==> config.mk <==
export PLATFORM = sky130hd
export DESIGN_NAME = uart_rx_fifo
export DESIGN_NICKNAME = d
export VERILOG_FILES = /design/src/rtl/uart_rx_fifo_pkg.sv /design/src/rtl/uart_fifo_mem.sv /design/src/rtl/uart_rx_fifo.sv
export SDC_FILE = /design/constraint.sdc
export NUM_CORES = 1
export LEC_CHECK = 0
export ABC_AREA = 1
export CORE_AREA = 2 2 155 157
export CTS_CLUSTER_DIAMETER = 80
export CTS_CLUSTER_SIZE = 24
export DETAILED_ROUTE_END_ITERATION = 8
export DIE_AREA = 0 0 157 159
export SLEW_MARGIN = 20
export SYNTH_ARGS = -nofsm -noshare
export SYNTH_HDL_FRONTEND = slang
export SYNTH_SLANG_ARGS = --single-unit
export TNS_END_PERCENT = 10
==> constraint.sdc <==
create_clock -name clk -period 4.7 [get_ports clk]
set_input_delay 0.705 -clock clk [delete_from_list [all_inputs] [get_ports clk]]
set_output_delay 0.705 -clock clk [all_outputs]
set_load 0.005 [all_outputs]
==> src/rtl/uart_rx_fifo_pkg.sv <==
// Shared definitions for the UART receive queue: default geometry and the status
// word that the register block exposes.
package uart_rx_fifo_pkg;

    localparam int UART_RXQ_DEPTH  = 16;
    localparam int UART_RXQ_THRESH = 8;
    localparam int UART_RXQ_LVL_W  = $clog2(UART_RXQ_DEPTH) + 1;

    typedef struct packed {
        logic                      overrun;
        logic                      full;
        logic                      empty;
        logic [UART_RXQ_LVL_W-1:0] level;
    } uart_rxq_status_t;

    function automatic uart_rxq_status_t rxq_status(
        input logic                      overrun,
        input logic                      full,
        input logic                      empty,
        input logic [UART_RXQ_LVL_W-1:0] level
    );
        uart_rxq_status_t s;
        s.overrun = overrun;
        s.full    = full;
        s.empty   = empty;
        s.level   = level;
        return s;
    endfunction

endpackage

==> src/rtl/uart_fifo_mem.sv <==
// DEPTH x WIDTH storage with synchronous write and asynchronous read, shared by the
// UART receive and transmit queues.
module uart_fifo_mem #(
    parameter int DEPTH  = 16,
    parameter int WIDTH  = 8,
    parameter int ADDR_W = $clog2(DEPTH)
) (
    input  logic              clk,
    input  logic              we,
    input  logic [ADDR_W-1:0] waddr,
    input  logic [WIDTH-1:0]  wdata,
    input  logic [ADDR_W-1:0] raddr,
    output logic [WIDTH-1:0]  rdata
);

    logic [WIDTH-1:0] mem [DEPTH];

    // NOTE: storage has no reset; validity is tracked entirely by the pointers and level,
    // so the array maps onto distributed RAM. State updates use <= so every register
    // samples pre-edge values regardless of block ordering.
    always_ff @(posedge clk) begin
        if (we) begin
            mem[waddr] <= wdata;
        end
    end

    assign rdata = mem[raddr];

endmodule

==> src/rtl/uart_rx_fifo.sv <==
// Receive byte queue between uart_rx and the mmio read path: show-ahead head byte,
// occupancy flags, sticky overrun, saturating drop counter and a level interrupt.
module uart_rx_fifo
    import uart_rx_fifo_pkg::*;
#(
    parameter int DEPTH  = UART_RXQ_DEPTH,
    parameter int THRESH = UART_RXQ_THRESH,
    localparam int ADDR_W = $clog2(DEPTH)
) (
    input  logic              clk,
    input  logic              rst,
    input  logic              rx_data_valid,
    input  logic [7:0]        rx_data,
    input  logic              pop,
    input  logic              clr_overrun,
    output logic [7:0]        rd_data,
    output logic              empty,
    output logic              full,
    output logic [ADDR_W:0]   level,
    output logic              overrun,
    output logic [7:0]        drop_cnt,
    output logic              thresh_irq
);

    localparam logic [ADDR_W:0] DEPTH_L  = DEPTH[ADDR_W:0];
    localparam logic [ADDR_W:0] THRESH_L = THRESH[ADDR_W:0];

    logic [ADDR_W-1:0] wr_ptr;
    logic [ADDR_W-1:0] rd_ptr;
    logic [7:0]        mem_rdata;
    logic              push_ok;
    logic              pop_ok;
    logic              drop;
    logic [ADDR_W:0]   level_next;
    logic [7:0]        drop_cnt_next;

    assign empty      = (level == '0);
    assign full       = (level == DEPTH_L);
    assign thresh_irq = (level >= THRESH_L);
    assign rd_data    = empty ? 8'h00 : mem_rdata;

    // A pop frees a slot in the same cycle, so a full queue still accepts a write alongside it.
    assign push_ok = rx_data_valid && (!full || pop);
    assign pop_ok  = pop && !empty;
    assign drop    = rx_data_valid && full && !pop;

    uart_fifo_mem #(
        .DEPTH (DEPTH),
        .WIDTH (8),
        .ADDR_W(ADDR_W)
    ) u_mem (
        .clk  (clk),
        .we   (push_ok),
        .waddr(wr_ptr),
        .wdata(rx_data),
        .raddr(rd_ptr),
        .rdata(mem_rdata)
    );

    // NOTE: every signal written here gets a default first so no path leaves it unassigned
    // and no latch is inferred.
    always_comb begin
        level_next    = level;
        drop_cnt_next = drop_cnt;
        case ({push_ok, pop_ok})
            2'b10:   level_next = level + 1'b1;
            2'b01:   level_next = level - 1'b1;
            default: level_next = level;
        endcase
        if (drop) begin
            if (clr_overrun) begin
                drop_cnt_next = 8'h01;
            end else if (drop_cnt != 8'hFF) begin
                drop_cnt_next = drop_cnt + 1'b1;
            end
        end else if (clr_overrun) begin
            drop_cnt_next = 8'h00;
        end
    end

    always_ff @(posedge clk) begin
        if (rst) begin
            wr_ptr   <= '0;
            rd_ptr   <= '0;
            level    <= '0;
            overrun  <= 1'b0;
            drop_cnt <= 8'h00;
        end else begin
            if (push_ok) begin
                wr_ptr <= wr_ptr + 1'b1;
            end
            if (pop_ok) begin
                rd_ptr <= rd_ptr + 1'b1;
            end
            level    <= level_next;
            drop_cnt <= drop_cnt_next;
            if (drop) begin
                overrun <= 1'b1;
            end else if (clr_overrun) begin
                overrun <= 1'b0;
            end
        end
    end

`ifndef SYNTHESIS
    logic [ADDR_W-1:0] ptr_diff;
    assign ptr_diff = wr_ptr - rd_ptr;

    always @(posedge clk) begin
        if (!rst) begin
            assert (level <= DEPTH_L)
                else $error("uart_rx_fifo: level %0d exceeds depth", level);
            assert (ptr_diff == level[ADDR_W-1:0])
                else $error("uart_rx_fifo: pointer distance %0d disagrees with level %0d",
                            ptr_diff, level);
            assert (!(empty && full))
                else $error("uart_rx_fifo: empty and full together");
        end
    end
`endif

endmodule

==> results of run 1 <==
## synth_stat cells
cell type	instances
edfxtp_1	128
nor2_2	1
nand2_2	3
nand4_4	1
nor3b_1	1
o21ai_0	2
a21o_2	1
dfxtp_1	26
o21a_1	8
a211oi_1	1
or2_2	1
nand3_4	1
clkbuf_1	3
nand2_1	175
xor2_1	7
nor3_1	1
o21bai_1	2
or2_1	1
nand3_2	1
o21ai_1	1
o21bai_2	1
ha_1	10
nand4_1	4
nor2_1	25
buf_4	3
inv_2	1
buf_1	1
a21oi_1	36
inv_1	32
nand3_1	110
buf_6	6
inv_4	1
nand2_4	3
buf_2	13
nor2_4	4
xnor2_1	1
## metrics by stage
stage	cells	setup WS, ps
2_1_floorplan	616	2400
3_3_place_gp	952	1600
3_5_place_dp	952	1590
4_1_cts	984	1180
5_1_grt	984	980
6_report	984	1200
## worst min path at each step
stage,startpoint,end,slack (ps),cells after the start
floorplan,overrun,overrun,460,2
global placement,overrun,overrun,460,2
detailed placement,overrun,overrun,460,2
CTS,overrun,overrun,470,2
global route,overrun,overrun,490,2
finish,overrun,overrun,470,2
## tightest hold or removal path: stages (launching register included)
cell and delay (ps):
dfxtp_1 310, nand2_1 60, a21oi_1 60
## kinds of logic after synthesis
logic type	count (synthesis)	share of synthesized area
AO/OA/AOI/OAI	52	0.0447
XOR/XNOR	8	0.0105
adder cells (fa/ha/maj)	10	0.0188
buffers and inverters	60	0.0451
flip-flops	154	0.655
AND/OR/NAND/NOR	332	0.226
## power by group
part | leakage, nW | internal (mW) | total [mW] | switching, mW
Clock | 0.290 | 0.792 | 1.36 | 0.572
Sequential | 1.37 | 1.53 | 1.58 | 0.0488
Combinational | 1.19 | 0.397 | 0.980 | 0.583
## area by class of cell
class,instances,area (um2)
fillers,2345,15300
clock inverters,15,161
multi-input cells,402,2000
inverters,34,130
well taps,319,399
clock buffers,17,425
repair buffers,43,415
flip-flops and latches,154,4370
## flip-flops by register name, summed over array words and instances, names as in the netlist, named ones only
register   flops
rd_ptr         4
u_mem.mem    128
level          5
drop_cnt       8
wr_ptr         4
overrun        1
## layer usage
| metal | part of all wire | vias to the layer above | wire, um |
|---|---|---|---|
| met5 | 0 | - | 0 |
| met4 | 0.019 | 0 | 289 |
| met3 | 0.059 | 22 | 897 |
| li1 | - | 2199 | - |
| met1 | 0.45 | 2154 | 6920 |
| met2 | 0.47 | 132 | 7100 |
## cells in the final DEF, fill, tap and decap left out, types with 2 or more instances in the layout
cell type,instances
clkdlybuf4s50_1,37
o21a_1,8
nand2_1,175
nor2_1,25
clkinv_4,2
nor2_4,4
ha_1,10
edfxtp_1,128
dfxtp_1,25
inv_1,32
nand3_1,110
bufinv_16,2
clkbuf_16,17
nand4_1,4
o21bai_1,2
clkinv_2,3
xor2_1,7
nand2_2,3
a21oi_1,36
inv_6,7
nand2_4,3
o21ai_0,2
buf_4,6
==> impl_metrics.yaml, run 1 <==
status:
  outcome: "completed"
logic_synthesis:
  synth_nets: 639
  synth-seq-cells: 154
  syn-cell-area_um2: 6660
  syn_area_per_cell_um2: 10.8
  synth_top_area_frac: 0.577
  yosysTopAreaCell: "edfxtp_1"
  netlist_instances: 616
  synth_warnings: 0
  synth.distinct_cells: 36
  ys_seq_area_frac: 0.655
  synth_area_leaders: "edfxtp_1 58%, nand2_1 9.9%, nand3_1 8.3%, dfxtp_1 7.8%, a21oi_1 2.7%"
sta:
  layout_min_cycle_time_ps: 3500
  min_period_over_period: 0.746
  fmax_ghz: 0.285
  rsz0062_at_grt: "no"
  relSlewSlack: 0.388
  finalClockSkew_ps: 8.88
  tightest_slew_ps: 914
  final-setup-viol-count: 0
  timing.final.hold_violations: 0
  slew_violations: 0
  hold_slack_ps: 470
  tns_ps: 0
clock_tree:
  clkLatencyLatePin_ps: 430
  clock_path_buffers: 2
  post_cts_buffers: 0
  cts_sinks: 154
  hold_buffers: 0
  cts_tree: "done"
  path_clk_slew_ps: 70
  cts_root_buf: "clkbuf_16"
  cts.repair.resized: 0
  htreeDepth: 4
  numCtsBuffers: 17
critical_path:
  critPathCaptureType: "output port"
  max_stage_delay_ps: 650
  critical_path.most_common_cell: "nand3_1"
  crit_end: "rd_data[1]"
  timing.rr.end: "level[4]"
  crit_chain: "inv_2, buf_4, nand2_1, nand3_1, nand3_1, a21oi_1, o21a_1, clkdlybuf4s50_1"
  critPathLaunchType: "register"
  critPathMaxFanout: 49
  cp_num_buf_inv: 3
  crit_type: "register to output port"
  ff2ff_setup_slack_ps: 2070
  ff2ff_path_depth: 14
  cp.required_ps: 3990
  rr_startpoint: "level[0]"
  critical_path.slowest_cell: "inv_2"
  worst-path-stages: 8
  cp_data_arrival_time_ps: 2800
  critPathTopFamily: "buffers and inverters"
grt:
  grt_use_met3: 0.0316
  grt_max_degree: 65
  gr-total-overflow: 0
  grt_pass1_vias: 4264
  antenna_found_initial: 0
  grt_usage: 0.126
  top_usage_layer: "met2"
  grt_first_pass_wirelength_mm: 23.7
  use_met2: 0.192
  use_met1: 0.172
cells_and_area:
  final_area_um2: 7890
  drive_gt1_frac: 0.0872
  utilization: 0.340
  antenna_cells: 0
  layout.nets: 675
  syn2layout_area_growth_pct: 18.5
floorplanning:
  die-area_um2: 25000
  initial_core_util: 0.287
  dieHeight_um: 159
  fp-row-count: 56
  ios: 38
  die_w_um: 157
  core_area_um2: 23200
routing:
  vias: 4507
  drc_errors: 0
  avgViaCountPerCell: 4.58
  wl_per_cell_um: 15.5
  first_pass_iters: 5
  drt_iter0_markers: 377
  wl_mm: 15.2
  drtAntennaViolNets: 0
placed_design:
  gp_congestion: 0.781
  placed_area_um2: 7310
  port_buffers: 37
  hpwlAfterDp_mm: 9.24
min_path:
  worstHoldPathType: "register to register"
power:
  power.density_nw_per_um2: 498
  power_mw: 3.93
  power.leakage_nw: 2.84
  vdd_drop_max_v: 0.000395
flow_run:
  drv_cap: 0
No activity file was read; power rests on OpenSTA's default activity.
==> inputs of run 2 (changes only) <==
clock period = 2.92 ns   (was 4.7 ns; I/O delays follow)
==> run 2 against run 1 <==
Compared with the run above:
- design area grew 2.4%
- sequential share of layout area shrank 1.3 points
- sequential power grew 62%
- register-to-register slack lost 1400 ps
- clock skew shrank 1.4 ps
- core utilization grew 0.81 points
- critical path depth is the same
- non-clock buffer count grew 21
- count of clock-buffer cells in the layout grew 2
- total power grew 61%
- global-route usage shrank 0.23 points
- largest power group unchanged
==> impl_metrics.yaml, run 2 (synthesis results as in run 1) <==
status:
  outcome: "completed"
cells_and_area:
  drive_gt1_frac: 0.114
  antenna_cells: 0
  final_area_um2: 8080
  mostFrequentLayoutCell: "nand2_1"
  largest_reg_flops: 128
  layout.nets: 696
  n_fill_cell: 2306
  syn2layout_area_growth_pct: 21.3
  top_register: "u_mem.mem"
  instances_no_fill: 1005
  reg.largest.list: "u_mem.mem: 128 flops, drop_cnt: 8 flops, level: 5 flops"
  final_cell_mix: "175 x nand2_1, 128 x edfxtp_1, 110 x nand3_1, 37 x clkdlybuf4s50_1, 33 x a21oi_1"
clock_tree:
  clkLatencyLatePin_ps: 420
  path_clk_slew_ps: 60
  numCtsBuffers: 17
  clock_path_buffers: 2
  cts_sinks: 154
  htreeDepth: 4
  post_cts_buffers: 0
  cts_tree: "done"
  cts_root_buf: "clkbuf_16"
placed_design:
  placed_area_um2: 7480
  post-place-ws_ps: 292
  hpwlAfterDp_mm: 9.11
  place_inst: 972
  gp_congestion: 0.793
  port_buffers: 37
min_path:
  worstHoldPathType: "register to register"
  hold_start: "overrun"
routing:
  wl_mm: 15.2
  first_pass_iters: 5
  drc_errors: 0
  drt_iter0_markers: 347
  drtAntennaViolNets: 0
  dr_wl_met2_mm: 7.01
  wl_met1_mm: 6.99
  met3WireLength_mm: 1.00
  vias: 4542
  avgViaCountPerCell: 4.52
  top_layer: "met4"
  wl_per_cell_um: 15.1
grt:
  gr-total-overflow: 0
  grt_max_degree: 65
  grt_first_pass_wirelength_mm: 23.2
  grt_usage: 0.124
  grt_pass1_vias: 4209
  antenna_found_initial: 0
critical_path:
  critPathLaunchType: "register"
  critPathMaxFanout: 32
  cp_data_arrival_time_ps: 2380
  critPathCaptureType: "output port"
  crit_type: "register to output port"
  cp.required_ps: 2480
  rr_startpoint: "level[0]"
floorplanning:
  die_w_um: 157
  core_area_um2: 23200
  ios: 38
  dieHeight_um: 159
  die-area_um2: 25000
  initial_core_util: 0.287
  fp-row-count: 56
sta:
  layout_min_cycle_time_ps: 2810
  timing.final.hold_violations: 0
  finalWorstSetupSlack_ps: 106
  tightest_slew_ps: 875
  relSlewSlack: 0.415
  fmax_ghz: 0.355
  slew_violations: 0
  tns_ps: 0
  final-setup-viol-count: 0
  rsz0062_at_grt: "no"
  finalClockSkew_ps: 7.51
  min_period_over_period: 0.964
power:
  power.density_nw_per_um2: 781
  power.leakage_nw: 2.96
  vdd_drop_max_v: 0.000449
  power_mw: 6.32
flow_run:
  drv_cap: 0
run 2: changes by cell type in the layout (fill, tap and decap cells not counted), moves of 2 or more:
cell / delta
buf_4: +17
inv_6: -6
a21oi_1: -3
a21oi_2: +3
clkinv_1: +3
buf_12: +2
clkbuf_1: +2
run 2: per-stage QoR:
stage / utilization / hold slack (ps)
floorplan: - / 462
global placement: 0.323 / 460
detailed placement: 0.323 / 461
CTS: 0.347 / 473
global route: 0.349 / 489
finish: 0.349 / 472
run 2: area by class of cell:
cell class	count	area [um2]	area share
Inverter	34	130	0.0161
Tap cell	319	399	0.0494
Clock inverter	13	126	0.0156
Multi-Input combinational cell	402	2010	0.248
Clock buffer	19	433	0.0536
Sequential cell	154	4370	0.540
Timing Repair Buffer	64	619	0.0766
run 2: critical path, stage by stage (launching register included):
cell and delay [ps]:
dfxtp_2 380, inv_2 150, buf_12 220, nand2_1 70, nand3_1 70, nand3_1 120
a21oi_1 270, o21a_1 180, clkdlybuf4s50_1 500
run 2: worst paths after layout:
| kind | endpoint | slack, ps | cells past startpoint |
|---|---|---|---|
| max | rd_data[0] | 110 | 8 |
| min reg2reg | overrun | 470 | 2 |
| max reg2reg | level[4] | 670 | 14 |
| min | overrun | 470 | 2 |
run 2: report_power, final:
part / leakage [nW] / switching, mW / internal, mW
registers: 1.37 / 0.0883 / 2.47
logic: 1.32 / 0.956 / 0.709
clock network: 0.274 / 0.846 / 1.25
run 2: what timing repair did:
action	in CTS	in global routing
resized for setup	0	5
hold buffers	0	0
hold endpoints to repair	0	0
endpoints found under the setup margin	0	8
run 2: layer usage:
metal  up-vias  GRT usage
li1       2244          -
met1      2132      0.170
met2       150      0.187
met3        16     0.0354
met4         0     0.0446
met5         -          0
==> edit: new RTL, config.mk and constraints of run 2 <==
Set the package constant `UART_RXQ_DEPTH` to 8 (it was 16).
--- a/src/rtl/uart_rx_fifo_pkg.sv
+++ b/src/rtl/uart_rx_fifo_pkg.sv
@@ -3,5 +3,5 @@
 package uart_rx_fifo_pkg;
 
-    localparam int UART_RXQ_DEPTH  = 16;
+    localparam int UART_RXQ_DEPTH  = 8;
     localparam int UART_RXQ_THRESH = 8;
     localparam int UART_RXQ_LVL_W  = $clog2(UART_RXQ_DEPTH) + 1;
Interface: changed (resized level); port bits go from 38 to 37. The function was not compared with the original's and may differ.
==> edit against run 2 <==
Wire length fell by 45%; via count fell by 42%; fmax rose by 8.0%; synthesized area fell by 43%; register-to-register slack improved by 0.02 ns; sequential cell count fell by 68; critical path type unchanged; worst setup slack improved by 0.21 ns; final area fell by 40%; total power fell by 38%; die area did not move.
==> edit: results (changes against run 2) <==
The number of cell instances on the worst register-to-register path is 12 (-2). The number of buffers inserted during clock tree synthesis was 9 (-8). The total global routing track utilization came out at 7.07% (-5.3 points).

The final net count is 428 (-39%), and the number of DRC markers after the initial detailed-route iteration is 190 (-45%). The largest registers in the layout are u_mem.mem: 64 flops, drop_cnt: 8 flops, level: 4 flops. The largest net degree at the start of global routing was 33 (-49%). The commonest cells after synthesis are sky130_fd_sc_hd__nor2_1 (81), sky130_fd_sc_hd__edfxtp_1 (64), sky130_fd_sc_hd__nand2_1 (40). For the H-tree depth, the log shows 3 (-1).

In this run the critical register-to-register path is captured at level[2]. For the total net switching power, the log shows 1.28 mW (-32%). Yosys attributes the largest share of cell area to sky130_fd_sc_hd__edfxtp_1 (51%), sky130_fd_sc_hd__dfxtp_1 (12%), sky130_fd_sc_hd__nor2_1 (8.1%). The flow ran to the end, and the final reports show no timing, DRC or antenna violations. The tools report the combinational share of power as 31.6% (+5.2 points). The met2 layer usage reported by global route is 10.5% (-8.2 points), and the portion of the post-synthesis area used by sequential elements is 62.6% (-2.9 points).

For the count of filler cells inserted in the layout, the log shows 2,527 (+9.6%). The layout cell share with drive strength beyond 1 is 14.3% (+2.9 points), and the met1 layer wirelength in the final routing is 4140 µm (-41%). Final non-filler cell total: 733 (-27%).

The unique cell type count in the Yosys netlist was 35 (-2.8%). The tools report the detailed route wirelength on metal2 as 3680 µm (-47%). The run gives 1.66 nW (-44%) as the leakage dissipation. The setup skew after layout was 0.00652 ns (-0.000993 ns). The met1 global-route usage came out at 9.58% (-7.4 points). The count of buffers from port buffering was 36 (-2.7%).

For the slack of the worst reg-to-reg path, the log shows 0.69 ns (+0.02 ns). The met3 routed wirelength is 478 µm (-52%), and the remaining max-slew budget at the tightest pin is 53.2% (+12 points). For the global-route wire length before repair, the log shows 13,500 µm (-42%).

The net count after synthesis was 381 (-40%). The post-placement setup slack was 0.422 ns (+0.130 ns). The run gives 0.810 (+2.1%) as the placer's final routability congestion estimate. The global-route met3 utilization is 2.26% (-1.3 points), and the largest vdd supply drop is 0.384 mV (-14%).

The worst-case hold slack is 0.468 ns (-0.00486 ns). The number of flops mapped to enable cells by yosys works out to 64 (-50%).
==> edit: worst max path at each step <==
| stage | to | slack, ns | depth (start not counted) |
|---|---|---|---|
| 2_1_floorplan | level[2] | 0.99 | 12 |
| 3_3_place_gp | level[2] | 0.48 | 12 |
| 3_5_place_dp | level[2] | 0.42 | 12 |
| 4_1_cts | rd_data[4] | 0.26 | 7 |
| 5_1_grt | rd_data[7] | 0.04 | 8 |
| 6_report | rd_data[5] | 0.31 | 7 |
==> edit: final cells by class <==
type	instances	area, µm²	area share (%)
clock buffers	9	225	4.64
clock inverters	7	77.6	1.60
inverters	27	104	2.14
multi-input cells	237	1240	25.5
flip-flops and latches	86	2360	48.6
well taps	319	399	8.22
repair buffers	48	450	9.27
==> edit: logic make-up after synthesis <==
logic type                 synth area share [%]
and+or+nand+nor                            19.3
DFF                                        62.6
AOI/OAI and AO/OA                          10.9
buffers and inverters                      4.48
adders and majority gates                  1.99
xor gates and xnor gates                  0.697
